===== config.mk =====
export PLATFORM = sky130hd
export DESIGN_NAME = fsm_detector
export DESIGN_NICKNAME = d
export VERILOG_FILES = /design/src/rtl/fsm_detector.sv
export SDC_FILE = /design/constraint.sdc
export NUM_CORES = 1
export LEC_CHECK = 0
export ABC_AREA = 0
export BUFFER_PORTS_ARGS = -buffer_cell sky130_fd_sc_hd__buf_4
export CORE_AREA = 2 2 39 41
export DETAILED_ROUTE_END_ITERATION = 8
export DIE_AREA = 0 0 41 43
export PLACE_DENSITY_LB_ADDON = 0.2
export SYNTH_ARGS = -nofsm -noshare
export SYNTH_HDL_FRONTEND = slang
export SYNTH_SLANG_ARGS = --single-unit
export TNS_END_PERCENT = 20

===== constraint.sdc =====
create_clock -name clk -period 3.95 [get_ports clk]
set_input_delay 0.1975 -clock clk [delete_from_list [all_inputs] [get_ports clk]]
set_output_delay 0.1975 -clock clk [all_outputs]
set_load 0.005 [all_outputs]

===== src/rtl/fsm_detector.sv =====
// Serial pattern detector for the bit sequence 1101.
// Accepted bits walk a five-state FSM; completing the pattern raises a
// one-cycle registered match pulse and bumps a saturating match counter.
//
// Input handshake: in_valid qualifies in_bit and there is no backpressure.
// A bit is consumed on every rising edge where in_valid is high and clear is
// low; with in_valid low the bit is ignored and state/count hold.
//
// Priority on each edge: rst_n > clear > in_valid.
// overlap_en only affects the transition out of S4: when it is high the
// trailing "1" of a found pattern is reused as the start of the next one.
module fsm_detector #(
  parameter int COUNT_W = 8
) (
  input  logic               clk,
  input  logic               rst_n,
  input  logic               clear,
  input  logic               in_valid,
  input  logic               in_bit,
  input  logic               overlap_en,
  output logic [2:0]         state,
  output logic               match,
  output logic [COUNT_W-1:0] count
);

  typedef enum logic [2:0] {
    S0 = 3'd0,  // no prefix seen
    S1 = 3'd1,  // "1"
    S2 = 3'd2,  // "11"
    S3 = 3'd3,  // "110"
    S4 = 3'd4   // "1101" found
  } state_t;

  state_t             state_q;
  state_t             state_d;
  logic               match_q;
  logic               match_d;
  logic [COUNT_W-1:0] count_q;
  logic [COUNT_W-1:0] count_d;

  // Next-state, next-match and next-count decode; defaults hold state/count
  // and drop the match pulse.
  always_comb begin
    state_d = state_q;
    match_d = 1'b0;
    count_d = count_q;
    if (clear) begin
      state_d = S0;
      count_d = '0;
    end else if (state_q > S4) begin
      // Codes 5-7 are unreachable in normal operation; recover to S0.
      state_d = S0;
    end else if (in_valid) begin
      case (state_q)
        S0: state_d = in_bit ? S1 : S0;
        S1: state_d = in_bit ? S2 : S0;
        S2: state_d = in_bit ? S2 : S3;
        S3: begin
          if (in_bit) begin
            state_d = S4;
            match_d = 1'b1;
          end else begin
            state_d = S0;
          end
        end
        S4: begin
          if (in_bit) state_d = overlap_en ? S2 : S1;
          else        state_d = S0;
        end
        default: state_d = S0;
      endcase
      // Count moves on the same edge that raises match; stick at all-ones.
      if (match_d && (count_q != '1)) count_d = count_q + COUNT_W'(1);
    end
  end

  // State, match and count registers with asynchronous active-low reset.
  always_ff @(posedge clk or negedge rst_n) begin
    if (!rst_n) begin
      state_q <= S0;
      match_q <= 1'b0;
      count_q <= '0;
    end else begin
      state_q <= state_d;
      match_q <= match_d;
      count_q <= count_d;
    end
  end

  assign state = state_q;
  assign match = match_q;
  assign count = count_q;

endmodule


==> results by group, run 1 <==
Outcome
  – Run status: finished clean

Global route
  – Largest net degree at the start of global routing: 13
  – Vias in the first global route: 521
  – Total track usage: between 10% and 20%
  – Total gr overflow: 0
  – Met3 Use GR: 3.14%
  – Initial antenna violation count: 0
  – GRT met1 Usage: 21.5%
  – GR peak layer: met2
  – First-pass GRT wire length: approximately 2100 um
  – GRT met2 Usage: between 20% and 30%

Flow run
  – Max Cap Viol: 0

Timing
  – Endpoints failing hold: 0
  – Fin. max-slew vios: 0
  – Max-slew headroom: around three quarters
  – Final Setup Violations: 0
  – Clock period minus final worst setup slack: between 1500 and 2000 ps
  – Worst-Margin Slew: 366 ps
  – Setup TNS: 0 ps
  – RSZ-0062 raised after global routing: no
  – Fmax: 582 MHz
  – Crit share post-route: approximately 43%
  – Clock Skew: between 5 and 6 ps

Detailed routing
  – Routed WL: approximately 1400 um
  – DRC: 0
  – Via count: approximately 580
  – Vias per inst: roughly 5.6
  – Post-DR wirelength/cell: 13.4 um
  – TritonRoute pass-1 iters: 4
  – DRT iter0 DRCs: 11
  – Antenna Nets Post-Route: 0

Floorplan
  – Die Ht: ~43 um
  – Die ar.: about 1800 um^2
  – Initial Util: a little under half
  – Num rows: 14
  – Width of the die: roughly 40 um
  – Io pins: 18
  – Core area: around 1400 um^2

Logic synthesis
  – Sequential area share after synthesis: approximately 46%
  – Post-synthesis cell type count: 31
  – Mapped cell area: about 660 um^2
  – Avg Cell Area, Syn: about 9.6 um^2
  – Synth warnings: 0
  – Mapped Nets: between 70 and 80
  – Seq cells post-synth: 12
  – Post-Syn Instances: 68

Clock network
  – Clk_lat worst skew: roughly 270 ps
  – CTS root buf: clkbuf_4
  – Post-CTS Setup Repair Bufs: 0
  – TritonCTS buffer count: 3
  – Worst-path clk slew: approximately 70 ps
  – TritonCTS clock tree: done
  – H-tree levels: 1
  – Sink Count: 12
  – Clock Tree Buf Depth: 2
  – Cts hold-fix bufs: 1
  – Post-CTS Resized: 0

Placed design
  – Post-DP Area: around 790 um^2
  – PortBufs: 17
  – DP HPWL: around 1000 um
  – Routability cong.: a little under 0.9

Final layout
  – Layout Nets: 96
  – Area delta synth->final: 25.8%
  – Most common cell after layout, fill and taps aside: buf_4
  – Most frequent cells in the layout: 17 x buf_4, 12 x dfrtp_1, 6 x nand2_1, 6 x nor2_1, 6 x a21oi_1
  – Share of layout cells above drive strength 1: 26.4%
  – Final Cell Area: 825 um^2
  – Fillcell total: approximately 130
  – Ant diodes: 0

Pwr
  – Worst vdd ir: 0.186 mV
  – Leakage: approximately 0.37 nW
  – PwrDens: around 260 nW/um^2

Hold path
  – Worst Hold Launch: clear
  – Hold depth: 2
  – Worst Hold Class: input pin to register

Critical path
  – CP Launch Point: count[0]
  – Crit path capture type: register
  – CP max FO: 7
  – R2R depth: 5
  – Req. time, crit path: roughly 4200 ps
  – Worst path arrival time: 1920 ps
  – Startpoint Class: register
  – Crit Path Class: register to register
  – Reg2Reg Launch Point: count[0]
==> kinds of logic after synthesis <==
family / Yosys count / share of synthesized area [%]
AO/OA/AOI/OAI: 15 / 16.4
multiplexers: 2 / 3.05
adder cells (fa/ha/maj): 1 / 1.91
XOR/XNOR: 2 / 2.67
buffers and inverters: 4 / 2.86
flip-flops: 12 / 45.8
AND/OR/NAND/NOR: 32 / 27.3
==> power breakdown <==
part	total (mW)	switching, mW	internal (mW)
Combinational	0.0163	0.00857	0.00771
Sequential	0.126	0.00188	0.124
Clock	0.0717	0.0364	0.0353
==> through the flow <==
step | std cells | setup WS, ps | total power, mW | hold WS, ps | utilization (%)
final | 103 | 2230 | 0.214 | 184 | 59.6
after global routing | 103 | 2140 | 0.227 | 176 | 59.6
after CTS | 103 | 2240 | 0.216 | 177 | 59.6
after detailed placement | 99 | 2260 | 0.143 | 45.0 | 57.2
after global placement | 99 | 2260 | 0.143 | 44.7 | 57.2
after floorplan | 68 | 2340 | 0.134 | -98.1 | -
==> state kept, by name (all words and copies together), names as in the netlist <==
signal  cells
count       8
match       1
state       3
==> critical path, cell delays in order (launching register included) <==
cell and delay [ps]:
dfrtp_1 430, ha_1 250, nand3_1 140, o211ai_4 140
or4_1 530, a21oi_1 150
==> path summary, 6_finish.rpt <==
kind / endpoint / slack (ps)
worst max register to register: count[7] / 2230
max in group asynchronous: state[1] / 3480
min in group asynchronous: count[0] / 310
worst max-delay path: count[7] / 2230
worst min register to register: count[6] / 620
worst min-delay path: count[7] / 180
==> final cells by class <==
type / instances / area, um^2 / share of cell area, %
clock buffer: 3 / 22.5 / 2.73
inverter: 2 / 7.51 / 0.910
multi-input combinational: 52 / 337 / 40.8
sequential: 12 / 300 / 36.4
tap: 16 / 20.0 / 2.43
timing repair buffer: 18 / 138 / 16.7
==> cell usage after synthesis <==
cell / number / area, um^2
o211ai_4: 1 / 21.3
o21ai_0: 1 / 5.00
nor2b_1: 1 / 6.26
or3_1: 1 / 6.26
a211oi_1: 2 / 15.0
dfrtp_1: 12 / 300
nor2_1: 6 / 22.5
a31oi_1: 1 / 6.26
and3_1: 1 / 6.26
inv_1: 2 / 7.51
mux2i_1: 2 / 20.0
nand4_1: 2 / 12.5
buf_4: 1 / 7.51
a21oi_1: 6 / 30.0
nand2_1: 6 / 22.5
o2111ai_1: 1 / 8.76
clkbuf_1: 1 / 3.75
or4_2: 1 / 8.76
o22ai_1: 1 / 6.26
and4_1: 1 / 8.76
xor2_1: 2 / 17.5
or2b_1: 1 / 7.51
nand3b_1: 1 / 7.51
nand3_1: 5 / 25.0
nor3_1: 1 / 5.00
and4b_2: 1 / 11.3
nor3b_1: 1 / 7.51
ha_1: 1 / 12.5
o31ai_1: 2 / 15.0
or4_1: 2 / 15.0
nand2b_1: 1 / 6.26
==> per-layer routing <==
metal	vias up	share of wire (%)
met5	-	0
met4	0	1.6
met3	2	5.4
met2	18	50
met1	262	43
li1	294	-
Power figures use the tool's default switching activity.
==> inputs of run 2 (changes only) <==
--- a/config.mk
+++ b/config.mk
@@ -7,9 +7,9 @@
 export LEC_CHECK = 0
 export ABC_AREA = 0
 export BUFFER_PORTS_ARGS = -buffer_cell sky130_fd_sc_hd__buf_4
-export CORE_AREA = 2 2 39 41
+export CORE_AREA = 2 2 42 44
 export DETAILED_ROUTE_END_ITERATION = 8
-export DIE_AREA = 0 0 41 43
+export DIE_AREA = 0 0 44 46
 export PLACE_DENSITY_LB_ADDON = 0.2
 export SYNTH_ARGS = -nofsm -noshare
 export SYNTH_HDL_FRONTEND = slang
==> constraint.sdc (replaced) <==
create_clock -name clk -period 1.5 [get_ports clk]
set_input_delay 0.075 -clock clk [delete_from_list [all_inputs] [get_ports clk]]
set_output_delay 0.075 -clock clk [all_outputs]
set_load 0.005 [all_outputs]
==> run 2 against run 1 <==
Worst setup slack worse by 2200 ps; critical path depth decreased by 1; utilization is 1.9 points lower; wire length rose by 8.4%; clock skew rose by 1.6 ps; worst hold slack worse by 130 ps; combinational power grew to 3.0 times the previous value; via count is 8.5% higher; non-clock buffer count is 12 higher; largest cell class unchanged; critical endpoint is now count[5]; die area up 15%; global-route usage decreased by 0.94 points; fmax grew 15%.
==> results by group, run 2 (synthesis results as in run 1) <==
Final layout
  – Layout Nets: 108 (+13%)
  – Max reg flops: 8 (unchanged)
  – Most frequent cells in the layout: 29 x buf_4, 12 x dfrtp_1, 6 x nor2_1, 5 x a21oi_1, 5 x nand2_1
  – Ant diodes: 0 (unchanged)
  – Share of layout cells above drive strength 1: 39.4% (+13 points)
  – Post-Layout Cell Count: 116 (+13%)
  – Fillcell total: 162 (+22%)
  – Most common cell after layout, fill and taps aside: buf_4
  – Area delta synth->final: 42.0%
  – Final Cell Area: 931 um^2 (+13%)
  – Fin util: 57.7% (-1.9 points)

Global route
  – First-pass GRT wire length: 2510 um (+17%)
  – Initial antenna violation count: 0 (unchanged)
  – Total gr overflow: 0 (unchanged)
  – Vias in the first global route: 607 (+17%)
  – Largest net degree at the start of global routing: 13 (unchanged)
  – Total track usage: 17.2% (-0.94 points)

Timing
  – Clock period minus final worst setup slack: 1490 ps (-224 ps)
  – Final Setup Violations: 0 (unchanged)
  – Crit share post-route: 99.5% (+56 points)
  – Fmax: 670 MHz (+15%)
  – Clock Skew: 7.27 ps (+1.59 ps)
  – RSZ-0062 raised after global routing: yes
  – Worst-Margin Slew: 271 ps (-94.7 ps)
  – Setup TNS: 0 ps (unchanged)
  – Max-slew headroom: 81.8% (+6.2 points)
  – Fin. max-slew vios: 0 (unchanged)
  – Endpoints failing hold: 0 (unchanged)

Floorplan
  – Width of the die: 44 um (+7.3%)
  – Die ar.: 2020 um^2 (+15%)
  – Die Ht: 46 um (+7.0%)
  – Core area: 1610 um^2 (+17%)
  – Io pins: 18 (unchanged)
  – Num rows: 15 (+1)
  – Initial Util: 40.6% (-6.8 points)

Critical path
  – CP max-delay cell: or4_1
  – Crit Path Class: register to register
  – Reg2Reg Launch Point: state[2]
  – WP buf/inv: 0 (unchanged)
  – Startpoint Class: register
  – CP max FO: 3 (-4)
  – Crit path capture type: register
  – Worst path arrival time: 1700 ps (-220 ps)
  – Crit path largest cell delay: 520 ps (about the same)
  – Crit-path cells: and4b_2 > nand2_2 > or4_1 > a21oi_1
  – Cell family with most CP delay: simple AND/OR/NAND/NOR gates
  – CP Launch Point: state[2]
  – Req. time, crit path: 1700 ps (-2450 ps)

Detailed routing
  – Antenna Nets Post-Route: 0 (unchanged)
  – DRT iter0 DRCs: 11 (unchanged)
  – TritonRoute pass-1 iters: 4 (unchanged)
  – Routed WL: 1490 um (+8.4%)
  – Vias per inst: 5.39 (-3.7%)
  – DRC: 0 (unchanged)
  – Post-DR wirelength/cell: 12.9 um (-3.8%)
  – Via count: 625 (+8.5%)

Placed design
  – Routability cong.: 0.825 (-7.5%)
  – PortBufs: 17 (unchanged)
  – Dpl cells: 112 (+13%)
  – DP HPWL: 1160 um (+15%)
  – Post-DP Area: 888 um^2 (+12%)

Hold path
  – Worst Hold Launch: clear
  – Worst Hold Class: input pin to register

Clock network
  – Post-CTS Setup Repair Bufs: 0 (unchanged)
  – H-tree levels: 1 (unchanged)
  – CTS root buf: clkbuf_4
  – Clock Tree Buf Depth: 2 (unchanged)
  – TritonCTS clock tree: done
  – Clk_lat worst skew: 270 ps (about the same)
  – Worst-path clk slew: 70 ps (about the same)
  – Sink Count: 12 (unchanged)
  – TritonCTS buffer count: 3 (unchanged)

Pwr
  – Total power: 569 uW (+170%)
  – Leakage: 0.437 nW (+18%)
  – PwrDens: 611 nW/um^2 (+140%)
  – Worst vdd ir: 0.633 mV (+240%)

Flow run
  – Max Cap Viol: 0 (unchanged)

Outcome
  – Run status: finished clean
==> run 2: worst paths after layout <==
| check | endpoint | slack [ps] | cells after the start |
|---|---|---|---|
| worst max-delay path | count[5] | 7 | 4 |
| worst min register to register | state[2] | 600 | 2 |
| worst min-delay path | count[7] | 60 | 2 |
| min in group asynchronous | state[1] | 170 | 2 |
| worst max register to register | count[5] | 7 | 4 |
| max in group asynchronous | count[6] | 1170 | 2 |
==> run 2: stage by stage <==
step                setup slack (ps)  hold slack, ps
floorplan                      -60.0            -221
global placement                27.2           -76.4
detailed placement             -7.10           -77.9
CTS                           -0.292            56.2
global route                   -35.3            68.3
finish                          7.19            58.1
==> run 2: final cells by class <==
cell class                      instances  area, um^2  area share (%)
Timing Repair Buffer                   30         228            24.5
Inverter                                2        7.51           0.806
Sequential cell                        12         300            32.3
Clock buffer                            3        22.5            2.42
Tap cell                               17        21.3            2.28
Multi-Input combinational cell         52         352            37.8
==> run 2: repair_timing <==
item,CTS,global route
hold buffers,1,0
resized for setup,1,2
pin swaps,1,1
setup endpoints to repair,1,3
hold endpoints to repair,12,0
==> run 2: layer usage <==
layer / track usage (%) / vias up / share of wire (%)
met2: 29.4 / 13 / 49
met5: 0 / - / 0
met3: 2.78 / 4 / 4.8
met1: 20.6 / 291 / 45
li1: - / 317 / -
met4: 9.09 / 0 / 1.6
==> run 2: worst register-to-register path, stage by stage (launching register included) <==
cell and delay (ps):
dfrtp_1 380, and4b_2 340, nand2_2 70, or4_1 520, a21oi_1 130
==> run 2: where the power goes <==
part | leakage (nW) | switching, mW | internal [mW] | total, mW
clock | 0.0138 | 0.0977 | 0.0929 | 0.191
sequential | 0.167 | 0.00324 | 0.326 | 0.329
combinational | 0.256 | 0.0248 | 0.0241 | 0.0489
total | 0.437 | 0.126 | 0.443 | 0.569
